<file path="config.mk">
export PLATFORM = sky130hd
export DESIGN_NAME = pdm_decimator
export DESIGN_NICKNAME = d
export VERILOG_FILES = /design/src/rtl/pdm_decimator.sv
export SDC_FILE = /design/constraint.sdc
export NUM_CORES = 1
export LEC_CHECK = 0
export BUFFER_PORTS_ARGS = -buffer_cell sky130_fd_sc_hd__clkbuf_2
export CAP_MARGIN = 10
export CORE_ASPECT_RATIO = 0.75
export CORE_MARGIN = 2
export CORE_UTILIZATION = 61
export DETAILED_ROUTE_END_ITERATION = 7
export MAX_ROUTING_LAYER = met4
export PLACE_DENSITY = 0.84
export SLEW_MARGIN = 10
export SYNTH_ARGS = -nofsm -noshare
export SYNTH_HDL_FRONTEND = slang
export SYNTH_SLANG_ARGS = --single-unit
</file>
<file path="constraint.sdc">
create_clock -name CLK -period 4.05 [get_ports CLK]
set_clock_uncertainty 0.05 [all_clocks]
set_input_delay 0.81 -clock CLK [delete_from_list [all_inputs] [get_ports CLK]]
set_output_delay 0.81 -clock CLK [all_outputs]
set_load 0.01 [all_outputs]
</file>
<file path="src/rtl/pdm_decimator.sv">
// pdm_decimator
// Counts ones in the 1-bit PDM microphone stream over a window of DECIM bit-clock periods
// and emits one signed PCM sample per window through a valid/ack handshake. BCLK is treated
// as a level synchronous to CLK; only its rising edges advance the window. After each enable
// the first WARM completed windows are discarded while the microphone settles.
//
// Ports:
//   CLK        in   system clock (the only clock)
//   RESET      in   asynchronous active-low reset
//   EN         in   block enable; low returns to idle and clears counters and PCM_VALID
//   BCLK       in   microphone bit clock, sampled as data
//   PDM_DATA   in   microphone data, asynchronous to CLK
//   PCM_ACK    in   consumer accepts PCM while PCM_VALID is high
//   PCM        out  signed two's complement sample, range -DECIM/2..+DECIM/2
//   PCM_VALID  out  sample available
//   OVERRUN    out  sticky: a sample was overwritten before being acknowledged
//   BUSY       out  high while warming up or running
module pdm_decimator #(
   parameter int unsigned DECIM = 64,
   parameter int unsigned PCM_W = 8,
   parameter int unsigned WARM  = 4
) (
   input  logic             CLK,
   input  logic             RESET,
   input  logic             EN,
   input  logic             BCLK,
   input  logic             PDM_DATA,
   input  logic             PCM_ACK,
   output logic [PCM_W-1:0] PCM,
   output logic             PCM_VALID,
   output logic             OVERRUN,
   output logic             BUSY
);

   localparam int unsigned BIT_W  = $clog2(DECIM);
   localparam int unsigned ONES_W = $clog2(DECIM + 1);
   localparam int unsigned WARM_W = (WARM > 0) ? $clog2(WARM + 1) : 1;

   localparam logic [BIT_W-1:0]  LAST_BIT = BIT_W'(DECIM - 1);
   localparam logic [PCM_W-1:0]  HALF     = PCM_W'(DECIM / 2);
   localparam logic [WARM_W-1:0] WARM_MAX = WARM_W'(WARM);

   typedef enum logic [1:0] {StIdle, StWarmup, StRun} state_e;

   localparam state_e FIRST_ST = (WARM == 0) ? StRun : StWarmup;

   state_e              state_q, state_d;
   logic                pdm_meta_q, pdm_s_q;
   logic                bclk_q;
   logic [BIT_W-1:0]    bitcnt_q, bitcnt_d;
   logic [ONES_W-1:0]   ones_q, ones_d;
   logic [WARM_W-1:0]   warmcnt_q, warmcnt_d;
   logic [WARM_W-1:0]   warm_next;
   logic [PCM_W-1:0]    pcm_q, pcm_d;
   logic [PCM_W-1:0]    sample;
   logic                valid_q, valid_d;
   logic                overrun_q, overrun_d;
   logic                rise;
   logic                win_end;

   assign rise      = BCLK & ~bclk_q;
   assign win_end   = rise && (bitcnt_q == LAST_BIT);
   assign warm_next = warmcnt_q + 1'b1;
   // The final bit of the window is folded in here rather than waiting for ones_q to update.
   // Modular PCM_W arithmetic is exact because the result always fits the signed range.
   assign sample    = PCM_W'(ones_q) + PCM_W'(pdm_s_q) - HALF;

   always_comb begin
      state_d   = state_q;
      bitcnt_d  = bitcnt_q;
      ones_d    = ones_q;
      warmcnt_d = warmcnt_q;
      pcm_d     = pcm_q;
      valid_d   = valid_q;
      overrun_d = overrun_q;

      if (!EN) begin
         state_d   = StIdle;
         bitcnt_d  = '0;
         ones_d    = '0;
         warmcnt_d = '0;
         valid_d   = 1'b0;
      end else begin
         if (valid_q && PCM_ACK) begin
            valid_d = 1'b0;
         end

         // Shared window accumulation for warm-up and run.
         if (rise && (state_q != StIdle)) begin
            if (bitcnt_q == LAST_BIT) begin
               bitcnt_d = '0;
               ones_d   = '0;
            end else begin
               bitcnt_d = bitcnt_q + 1'b1;
               ones_d   = ones_q + ONES_W'(pdm_s_q);
            end
         end

         unique case (state_q)
            StIdle: begin
               state_d = FIRST_ST;
            end
            StWarmup: begin
               if (win_end) begin
                  warmcnt_d = warm_next;
                  if (warm_next == WARM_MAX) begin
                     state_d = StRun;
                  end
               end
            end
            StRun: begin
               if (win_end) begin
                  pcm_d   = sample;
                  valid_d = 1'b1;
                  // An ack in the load cycle retires the old sample, so no overrun.
                  if (valid_q && !PCM_ACK) begin
                     overrun_d = 1'b1;
                  end
               end
            end
            default: begin
               state_d = StIdle;
            end
         endcase
      end
   end

   always_ff @(posedge CLK or negedge RESET) begin
      if (!RESET) begin
         state_q    <= StIdle;
         pdm_meta_q <= 1'b0;
         pdm_s_q    <= 1'b0;
         bclk_q     <= 1'b0;
         bitcnt_q   <= '0;
         ones_q     <= '0;
         warmcnt_q  <= '0;
         pcm_q      <= '0;
         valid_q    <= 1'b0;
         overrun_q  <= 1'b0;
      end else begin
         state_q    <= state_d;
         pdm_meta_q <= PDM_DATA;
         pdm_s_q    <= pdm_meta_q;
         bclk_q     <= BCLK;
         bitcnt_q   <= bitcnt_d;
         ones_q     <= ones_d;
         warmcnt_q  <= warmcnt_d;
         pcm_q      <= pcm_d;
         valid_q    <= valid_d;
         overrun_q  <= overrun_d;
      end
   end

   assign PCM       = pcm_q;
   assign PCM_VALID = valid_q;
   assign OVERRUN   = overrun_q;
   assign BUSY      = (state_q != StIdle);

endmodule

</file>
# Yosys cells after proc, flatten, opt, wreduce, memory -nomap -nowiden
# Index checks and enable logic that the tools add are counted.
[totals] ff_bits=31 inputBits=6 out_inout_bits=11 elab_cells=55
[classes] add_sub_neg=5 n_eq_ne=10 muxes=17 bitwise_logic=2 reduce_logical=11
[ops] cell="two-way mux 7 bit" count=3
[ops] cell="two-way mux 6 bit" count=3
[ops] cell="two-way mux 3 bit" count=3
[ops] cell="adder 7 x 1 -> 8 bit" count=1
[ops] cell="subtractor 8 x 6 -> 8 bit (second input constant)" count=1
[ops] cell="adder 7 x 1 -> 7 bit" count=1
[ops] cell="adder 6 x 1 -> 6 bit (second input constant)" count=1
[ops] cell="== test 6 bit (second input constant)" count=1
[ops] cell="two-way mux 2 bit" count=3
[ops] cell="!= test 2 x 1 -> 1 bit (second input constant)" count=3
[ops] cell="!= test 3 bit (second input constant)" count=2
[ops] cell="one-hot mux 2 bit (3 select lines)" count=1
[ops] cell="AND reduction 3 bit" count=2
[ops] cell="logical AND 1 bit" count=4
[ops] cell="two-way mux 1 bit" count=4
[ops] cell="AND reduction 4 bit" count=1
[ops] cell="adder 3 x 1 -> 3 bit (second input constant)" count=1
[ops] cell="== test 3 bit (second input constant)" count=1
[ops] cell="== test 2 x 1 -> 1 bit (second input constant)" count=1
[ops] cell="== test 2 bit (second input constant)" count=1
[ops] cell="logical NOT 2 bit" count=1
[ops] cell="!= test 2 bit (second input constant)" count=1
[ops] cell="AND reduction 2 bit" count=1
[ops] cell="nonzero test 2 bit" count=1
[ops] cell="other kinds (3)" count=3

# Logic depth before layout (Yosys ltp)
# Gate-level depths: netlist of run 1.
[logic_depth] word_depth=6 ltp_mapped=6 ltp_nobuf=5

# Least setup slack after synthesis of run 1
# OpenSTA, ideal clock, no wires.
[synth_path] kind="input to register" startpoint="in EN" endpoint="reg pcm_q[5], in the netlist PCM[5]" arrival_time_ns=1.778 path_slack_ns=2.086 stages=6 path_buffers=2 path_cell_list="clkbuf_1 -> and3b_1 -> nand4_1 -> clkbuf_1 -> nand2_1 -> o21ai_0"
[synth_via] elab_chain_cells=1
[synth_rtl] item="start, declared" line_no="25" source="input logic EN,"
[synth_rtl] item="AND reduction 3 bit (no source line)"
[synth_rtl] item="end signal, assigned" line_no="148" source="pcm_q <= pcm_d;"
[synth_rtl] item="end, declared" line_no="54" source="logic [PCM_W-1:0] pcm_q, pcm_d;"
# No other way between the ends.
# A chain may end at the register's enable or synchronous reset.

# Worst setup path in the final report of run 1
[layout_path] startpoint="reg state_q[1]" endpoint="out BUSY"
[layout_via] elab_chain_cells=1
[layout_rtl] item="start, declared" line_no="47" source="state_e state_q, state_d;"
[layout_rtl] item="start signal, assigned" line_no="130" source="state_q <= StIdle;"
[layout_rtl] item="start signal, assigned" line_no="141" source="state_q <= state_d;"
[layout_rtl] item="nonzero test 2 bit" line_no="157" source="assign BUSY = (state_q != StIdle);"
[layout_rtl] item="end, declared" line_no="32" source="output logic BUSY"
# No other way between the ends.

==> results of run 1 <==
## state kept, by name, summed over array words and instances (netlist names)
signal	flops
PCM_VALID	1
ones_q	7
OVERRUN	1
pdm_meta_q	1
pdm_s_q	1
PCM	8
warmcnt_q	3
state_q	2
bclk_q	1
bitcnt_q	6
## layer usage
| metal | vias up | wire (um) | global-route usage |
|---|---|---|---|
| li1 | 565 | - | - |
| met1 | 556 | 1430 | 0.325 |
| met2 | 28 | 1420 | 0.391 |
| met3 | 4 | 174 | 0.0799 |
| met4 | 0 | 42 | 0.123 |
| met5 | - | 0 | - |
## synthesized netlist by cell type (all sizes together), types with 2 or more instances
library cell | count | area share
buf | 4 | 0.015
or3 | 5 | 0.021
or2 | 2 | 0.0083
xnor2 | 4 | 0.023
nor3 | 2 | 0.0066
nand2 | 22 | 0.055
nor2 | 5 | 0.012
dfrtp | 31 | 0.51
nand3 | 6 | 0.020
nand2b | 2 | 0.0083
a21oi | 12 | 0.040
and2 | 3 | 0.012
clkbuf | 3 | 0.0075
mux2 | 2 | 0.015
ha | 6 | 0.050
o21ai | 11 | 0.037
nand4 | 6 | 0.035
o22ai | 4 | 0.017
xor2 | 5 | 0.029
a311oi | 2 | 0.012
and4 | 2 | 0.012
## power breakdown
| part | switching (mW) | internal [mW] | total [mW] |
|---|---|---|---|
| combinational | 0.0168 | 0.00598 | 0.0227 |
| clock | 0.113 | 0.146 | 0.259 |
| sequential | 0.00243 | 0.312 | 0.315 |
## path summary, 6_finish.rpt
kind | to | slack [ns] | depth (start not counted)
max | BUSY | 1.88 | 2
min | pdm_s_q | 0.31 | 0
max reg2reg | PCM[7] | 2.07 | 3
min reg2reg | pdm_s_q | 0.31 | 0
max in group asynchronous | bitcnt_q[1] | 3.02 | 1
min in group asynchronous | PCM[4] | 0.45 | 1
## per-stage QoR
stage / cells / area [sq um]
after floorplan: 149 / 1510
after global placement: 192 / 1600
after detailed placement: 192 / 1600
after CTS: 200 / 1680
after global routing: 200 / 1680
final: 200 / 1680
## cells in the final DEF (no fill, tap or decap), types with 2 or more instances in the layout
master    netlist  routed
dfrtp_1        31      31
nand3_1         6       6
clkbuf_2        0      16
and2_1          3       3
and4_1          2       2
mux2_2          2       2
a21oi_1        12      12
nor2_1          5       5
xor2_1          5       5
a311oi_1        2       2
ha_1            6       6
nand2b_1        2       2
nand4_1         5       5
o22ai_1         4       4
or3_1           5       5
xnor2_1         4       4
o21ai_0        11      11
nand2_1        22      22
or2_2           2       2
nor3_1          2       2
clkbuf_4        0       5
## kinds of logic (layout without fill, tap and decap cells)
| kind of cell | Yosys count | count (layout) | share of synthesized area |
|---|---|---|---|
| AO/OA/AOI/OAI | 33 | 33 | 0.125 |
| XOR/XNOR | 9 | 9 | 0.0523 |
| adder cells (fa/ha/maj) | 6 | 6 | 0.0498 |
| buffers and inverters | 8 | 25 | 0.0249 |
| flip-flops | 31 | 31 | 0.515 |
| multiplexers | 2 | 2 | 0.0149 |
| AND/OR/NAND/NOR | 60 | 60 | 0.218 |
## worst reg2reg max path, cell delays in order, from the launching register on
cell and delay [ns]:
dfrtp_1 0.43, ha_1 0.35, nand4_1 0.54, o41ai_1 0.51
## cell type report
| cell class | instances | area (sq um) | share of cell area |
|---|---|---|---|
| sequential | 31 | 776 | 0.461 |
| clock inverter | 2 | 35.0 | 0.0208 |
| multi-input combinational | 110 | 693 | 0.412 |
| clock buffer | 6 | 51.3 | 0.0305 |
| timing repair buffer | 16 | 80.1 | 0.0476 |
| inverter | 1 | 3.75 | 0.00223 |
| tap | 34 | 42.5 | 0.0253 |
==> flow_metrics.tcl, run 1 <==
set metrics [dict create \
    grt-ovfl-total 0 \
    n_fill_cell 191 \
    cp_num_buf_inv 1 \
    fin_setup_tns_ns 0 \
    finalSetupViolations 0 \
    rows 15 \
    clock_latency_ns 0.35 \
    cts_buffers 5 \
    pwr_density_cell_nw_per_um2 355 \
    startpoint "state_q[1]" \
    coreArea_sq_um 2330 \
    vias_per_cell 5.77 \
    clk_pin_slew_worst_paths_ns 0.10 \
    cts_max_path_buffers 2 \
    path_class "reg -> out" \
    worst-slew-pin-transition_ns 0.746 \
    portBuffers 16 \
    grt_pass1_wl_um 5040 \
    clock-sinks 31 \
    whs_ns 0.315 \
    cts_tree "built" \
    max_freq_ghz 0.461 \
    die_area_sq_um 2890 \
    finalPower_mw 0.596 \
    synth_flop_cell "dfrtp_1" \
    die_h_um 47.0 \
    hp-class "reg -> reg" \
    cts-resized-gates 0 \
    cp.arrival_ns 1.31 \
    endpoint_kind "output pin" \
    synth_area_sq_um 1510 \
    fin_crit_ns 2.17 \
    clock-root-buffer "clkbuf_4" \
    h-tree-depth 2 \
    timing.final.max_slew_violations 0 \
    min_from "pdm_meta_q" \
    fp.dieW_um 61.4 \
    finalHoldViolations 0 \
    yosys_warnings 0 \
    status "finished clean" \
    ant_nets 0 \
    regToRegStartpoint "bitcnt_q[0]" \
    slew_headroom 0.502 \
    path_delay_family "flip-flops" \
    antenna_cells 0 \
    grt_max_degree 32 \
    finalWorstSetupSlack_ns 1.88 \
    cap_violations 0 \
    syn_inst 149 \
    vias 1153 \
    synth_edf_count 0 \
    area_growth_pct 11.6 \
    grt_pass1_vias 1123 \
    gp_congestion 0.861 \
    postLayoutCoreUtil 0.723 \
    cp_data_required_time_ns 3.19 \
    ys_seq_area_frac 0.515 \
    grt_setup_unrepaired "no" \
    path_max_fanout 8 \
    gr-usage-all-layers 0.261 \
    startpoint_type "register" \
    yosysUniqueCellTypes 33 \
    nNetsFinal 177 \
    antenna_found_initial 0 \
    start_util 0.647 \
    cts-hold-fix-buffers 0 \
    ios 17 \
    critPathMaxStageDelay_ns 0.46 \
    ys_ff_latch 31 \
    remaining_drc_errors 0 \
    drive_above_1_share 0.175 \
    syn_avg_cell_area_sq_um 10.1 \
    place_hpwl_um 2150 \
    cts_setup_buffers 0 \
    drt_iter0_markers 70 \
    avgRoutedWirePerCell_um 15.4 \
    synth_fp_nets 161 \
    peakVddDrop_v 0.000278 \
    ys_async_sr_fraction 1.00 \
    p_leak_nw 0.774 \
    crit_slowest_cell "dfrtp_1" \
    drt_wl_total_um 3070 \
    dr.pass1.iters 7 \
    place_ws_ns 1.68 \
    period_share 0.535 \
    crit_chain "or2_2 > clkbuf_2" \
]
Power figures use the tool's default switching activity.
==> run 2, diff against run 1 <==
--- a/config.mk
+++ b/config.mk
@@ -9,10 +9,10 @@
 export CAP_MARGIN = 10
 export CORE_ASPECT_RATIO = 0.75
 export CORE_MARGIN = 2
-export CORE_UTILIZATION = 61
+export CORE_UTILIZATION = 51
 export DETAILED_ROUTE_END_ITERATION = 7
 export MAX_ROUTING_LAYER = met4
-export PLACE_DENSITY = 0.84
+export PLACE_DENSITY = 0.75
 export SLEW_MARGIN = 10
 export SYNTH_ARGS = -nofsm -noshare
 export SYNTH_HDL_FRONTEND = slang
==> constraint.sdc (replaced) <==
create_clock -name CLK -period 1.8 [get_ports CLK]
set_clock_uncertainty 0.05 [all_clocks]
set_input_delay 0.36 -clock CLK [delete_from_list [all_inputs] [get_ports CLK]]
set_output_delay 0.36 -clock CLK [all_outputs]
set_load 0.01 [all_outputs]
==> flow_metrics.tcl, run 2 (synthesis results as in run 1) <==
set metrics [dict create \
    status "finished clean" \
    fp.dieW_um 66.8 \
    drt_iter0_markers 41 \
    grt_pass1_vias 1207 \
    finalPower_mw 1.27 \
    portBuffers 16 \
    gr-usage-all-layers 0.219 \
    cts-resized-gates 0 \
    coreArea_sq_um 2870 \
    cp.arrival_ns 1.85 \
    cts-hold-fix-buffers 0 \
    layout_common_cells "dfrtp_1 (31), nand2_1 (21), clkbuf_2 (16)" \
    placed_area_sq_um 1640 \
    whs_ns 0.0339 \
    antenna_cells 0 \
    finalSetupViolations 0 \
    slew_headroom 0.728 \
    cts_max_path_buffers 2 \
    grt_max_degree 32 \
    remaining_drc_errors 0 \
    peakVddDrop_v 0.000523 \
    area_growth_pct 14.5 \
    cap_violations 0 \
    regToRegStartpoint "bitcnt_q[2]" \
    final_common_cell "dfrtp_1" \
    die_h_um 51.1 \
    cts_buffers 5 \
    antenna_found_initial 0 \
    dr.pass1.iters 4 \
    grt_pass1_wl_um 5260 \
    place_hpwl_um 2110 \
    grt-ovfl-total 0 \
    path_class "reg -> reg" \
    worst-slew-pin-transition_ns 0.408 \
    fin_crit_ns 1.70 \
    ant_nets 0 \
    start_util 0.525 \
    fin_setup_tns_ns 0 \
    clock-sinks 31 \
    timing.rr.end "warmcnt_q[2]" \
    h-tree-depth 2 \
    cts_tree "built" \
    clk_pin_slew_worst_paths_ns 0.06 \
    endpoint_kind "register" \
    cp_data_required_time_ns 1.95 \
    cts_setup_buffers 0 \
    vias 1200 \
    avgRoutedWirePerCell_um 14.6 \
    pwr_density_cell_nw_per_um2 738 \
    gp_congestion 0.876 \
    drt_wl_total_um 3050 \
    period_share 0.942 \
    finish.instance_area_sq_um 1730 \
    hp-class "in -> async" \
    grt_setup_unrepaired "no" \
    timing.final.max_slew_violations 0 \
    n_fill_cell 247 \
    largest_reg_flops 8 \
    drive_above_1_share 0.205 \
    clock-root-buffer "clkbuf_8" \
    finalHoldViolations 0 \
    vias_per_cell 5.74 \
    r2r_setup_slack_ns 0.10 \
    ff2ff_path_depth 4 \
    startpoint_type "register" \
    ios 17 \
    path_max_fanout 5 \
    p_leak_nw 0.790 \
    rows 17 \
    max_freq_ghz 0.590 \
    nNetsFinal 182 \
    die_area_sq_um 3410 \
    clock_latency_ns 0.28 \
]
==> run 2: worst max-delay path, cell delays in order (launching register included) <==
cell and delay, ns:
dfrtp_1 0.42, and4_1 0.36, nand4_4 0.15, or4b_1 0.48
a21oi_1 0.16
==> run 2: power breakdown <==
| group | switching [mW] | total, mW | leakage [nW] | internal [mW] |
|---|---|---|---|---|
| logic | 0.0388 | 0.0568 | 0.324 | 0.0179 |
| registers | 0.00546 | 0.710 | 0.423 | 0.704 |
| clock network | 0.237 | 0.508 | 0.0422 | 0.270 |
| total | 0.282 | 1.27 | 0.790 | 0.992 |
==> run 2: final cells by class <==
class                      count  area (sq um)  area share
clock inverter                 1          5.00     0.00290
sequential                    31           776       0.450
tap                           38          47.5      0.0276
clock buffer                   7          76.3      0.0442
timing repair buffer          21           118      0.0682
inverter                       1          3.75     0.00218
multi-input combinational    110           699       0.405
==> run 2: worst max-delay path by stage <==
stage / startpoint / endpoint / slack (ns) / cells after the start
finish: bitcnt_q[2] / warmcnt_q[2] / 0.10 / 4
global route: bclk_q / bitcnt_q[3] / 0.01 / 4
CTS: bclk_q / bitcnt_q[3] / 0.05 / 4
floorplan: state_q[1] / bitcnt_q[3] / 0.23 / 6
detailed placement: BCLK / bitcnt_q[3] / 0.04 / 5
global placement: BCLK / bitcnt_q[3] / 0.11 / 5
==> run 2: per-layer routing <==
layer  part of all wire  GRT usage  vias to the layer above
met5                  0          -                        -
met2               0.50      0.355                       32
met1               0.45      0.244                      594
met3              0.047     0.0903                        2
met4             0.0056     0.0782                        0
li1                   -          -                      572
==> run 2: through the flow <==
step	util	std cells	setup WS (ns)
finish	0.601	209	0.104
global route	0.601	209	0.0138
CTS	0.599	209	0.0521
detailed placement	0.570	201	0.0393
global placement	0.570	201	0.106
floorplan	-	149	0.226
==> run 3, diff against run 2 <==
--- a/config.mk
+++ b/config.mk
@@ -13,6 +13,7 @@
 export DETAILED_ROUTE_END_ITERATION = 7
 export MAX_ROUTING_LAYER = met4
 export PLACE_DENSITY = 0.75
+export RECOVER_POWER = 25
 export SLEW_MARGIN = 10
 export SYNTH_ARGS = -nofsm -noshare
 export SYNTH_HDL_FRONTEND = slang
==> flow_metrics.tcl, run 3 (synthesis results as in run 1) <==
set metrics [dict create \
    endpoint_kind "register" \
    period_share 0.942 \
    start_util 0.525 \
    wl_met1_um 1350 \
    status "finished clean" \
    max_freq_ghz 0.590 \
    vias_per_cell 5.76 \
    dr.pass1.iters 4 \
    die_h_um 51.1 \
    clk_pin_slew_worst_paths_ns 0.06 \
    drt_iter0_markers 41 \
    n_fill_cell 248 \
    path_max_fanout 5 \
    highest_layer "met4" \
    whs_ns 0.135 \
    coreArea_sq_um 2870 \
    fin_setup_tns_ns 0 \
    layout_common_cells "dfrtp_1 (31), nand2_1 (21), clkbuf_2 (16)" \
    gp_congestion 0.876 \
    worst-slew-pin-transition_ns 0.741 \
    remaining_drc_errors 0 \
    grt_setup_unrepaired "no" \
    finalPower_mw 1.27 \
    ant_nets 0 \
    grt_pass1_vias 1207 \
    portBuffers 16 \
    finalHoldViolations 0 \
    startpoint_type "register" \
    cts_max_path_buffers 2 \
    grt-ovfl-total 0 \
    rows 17 \
    nNetsFinal 182 \
    pwr_density_cell_nw_per_um2 739 \
    cp_data_required_time_ns 1.95 \
    hp-class "in -> reg" \
    cts_buffers 5 \
    cp.arrival_ns 1.85 \
    clock-root-buffer "clkbuf_8" \
    final_common_cell "dfrtp_1" \
    grt_max_degree 32 \
    gr-usage-all-layers 0.219 \
    place_hpwl_um 2110 \
    area_growth_pct 14.3 \
    cts_tree "built" \
    ff_latch_area_sq_um 776 \
    h-tree-depth 2 \
    avgRoutedWirePerCell_um 14.6 \
    slew_headroom 0.506 \
    path_class "reg -> reg" \
    cap_violations 0 \
    grt_pass1_wl_um 5260 \
    met3_length_um 151 \
    drt_wl_total_um 3050 \
    die_area_sq_um 3410 \
    peakVddDrop_v 0.000522 \
    finalSetupViolations 0 \
    wl_met2_um 1530 \
    p_leak_nw 0.786 \
    fin_crit_ns 1.70 \
    clock_latency_ns 0.28 \
    timing.final.max_slew_violations 0 \
    antenna_cells 0 \
    ios 17 \
    multi_input_area_sq_um 699 \
    clock-sinks 31 \
    largest_reg_flops 8 \
    fp.dieW_um 66.8 \
    antenna_found_initial 0 \
    vias 1204 \
    cts_setup_buffers 0 \
    drive_above_1_share 0.199 \
]
==> run 3: what timing repair did <==
item,CTS,global route
hold buffers,0,0
resized for setup,0,3
endpoints found under the setup margin,0,3
==> run 3: routing by layer <==
metal / GRT usage / vias to the layer above
met5: - / -
met4: 0.0782 / 0
met3: 0.0903 / 2
met2: 0.355 / 34
met1: 0.244 / 595
li1: - / 573
==> run 3: final cells by class <==
type,count,area share
sequential,31,0.451
multi-input combinational,110,0.406
timing repair buffer,21,0.0661
clock buffer,7,0.0443
tap,38,0.0276
clock inverter,1,0.00291
inverter,1,0.00218
==> run 3: power breakdown <==
group / total (mW) / internal (mW) / switching (mW)
Combinational: 0.0557 / 0.0169 / 0.0388
Sequential: 0.710 / 0.704 / 0.00546
Clock: 0.508 / 0.270 / 0.237
Total: 1.27 / 0.991 / 0.282
==> run 3: worst paths after layout <==
| kind | start | endpoint | slack, ns | cells past startpoint |
|---|---|---|---|---|
| hold / removal | PDM_DATA | pdm_meta_q | 0.13 | 1 |
| setup reg to reg | bitcnt_q[2] | warmcnt_q[2] | 0.10 | 4 |
| setup / recovery | bitcnt_q[2] | warmcnt_q[2] | 0.10 | 4 |
| hold reg to reg | pdm_meta_q | pdm_s_q | 0.31 | 0 |
| min in group asynchronous | RESET | PCM[3] | 0.17 | 2 |
| max in group asynchronous | RESET | PCM[1] | 1.05 | 2 |
==> run 3: critical path: stages, from the launching register on <==
cell	delay (ns)
dfrtp_1	0.42
and4_1	0.36
nand4_4	0.15
or4b_1	0.48
a21oi_1	0.16
==> run 3: metrics by stage <==
step | setup WS (ns) | instance area [sq um] | std cells | utilization
after floorplan | 0.226 | 1510 | 149 | -
after global placement | 0.106 | 1640 | 201 | 0.570
after detailed placement | 0.0393 | 1640 | 201 | 0.570
after CTS | 0.0521 | 1720 | 209 | 0.599
after global routing | 0.0138 | 1720 | 209 | 0.600
final | 0.104 | 1720 | 209 | 0.600
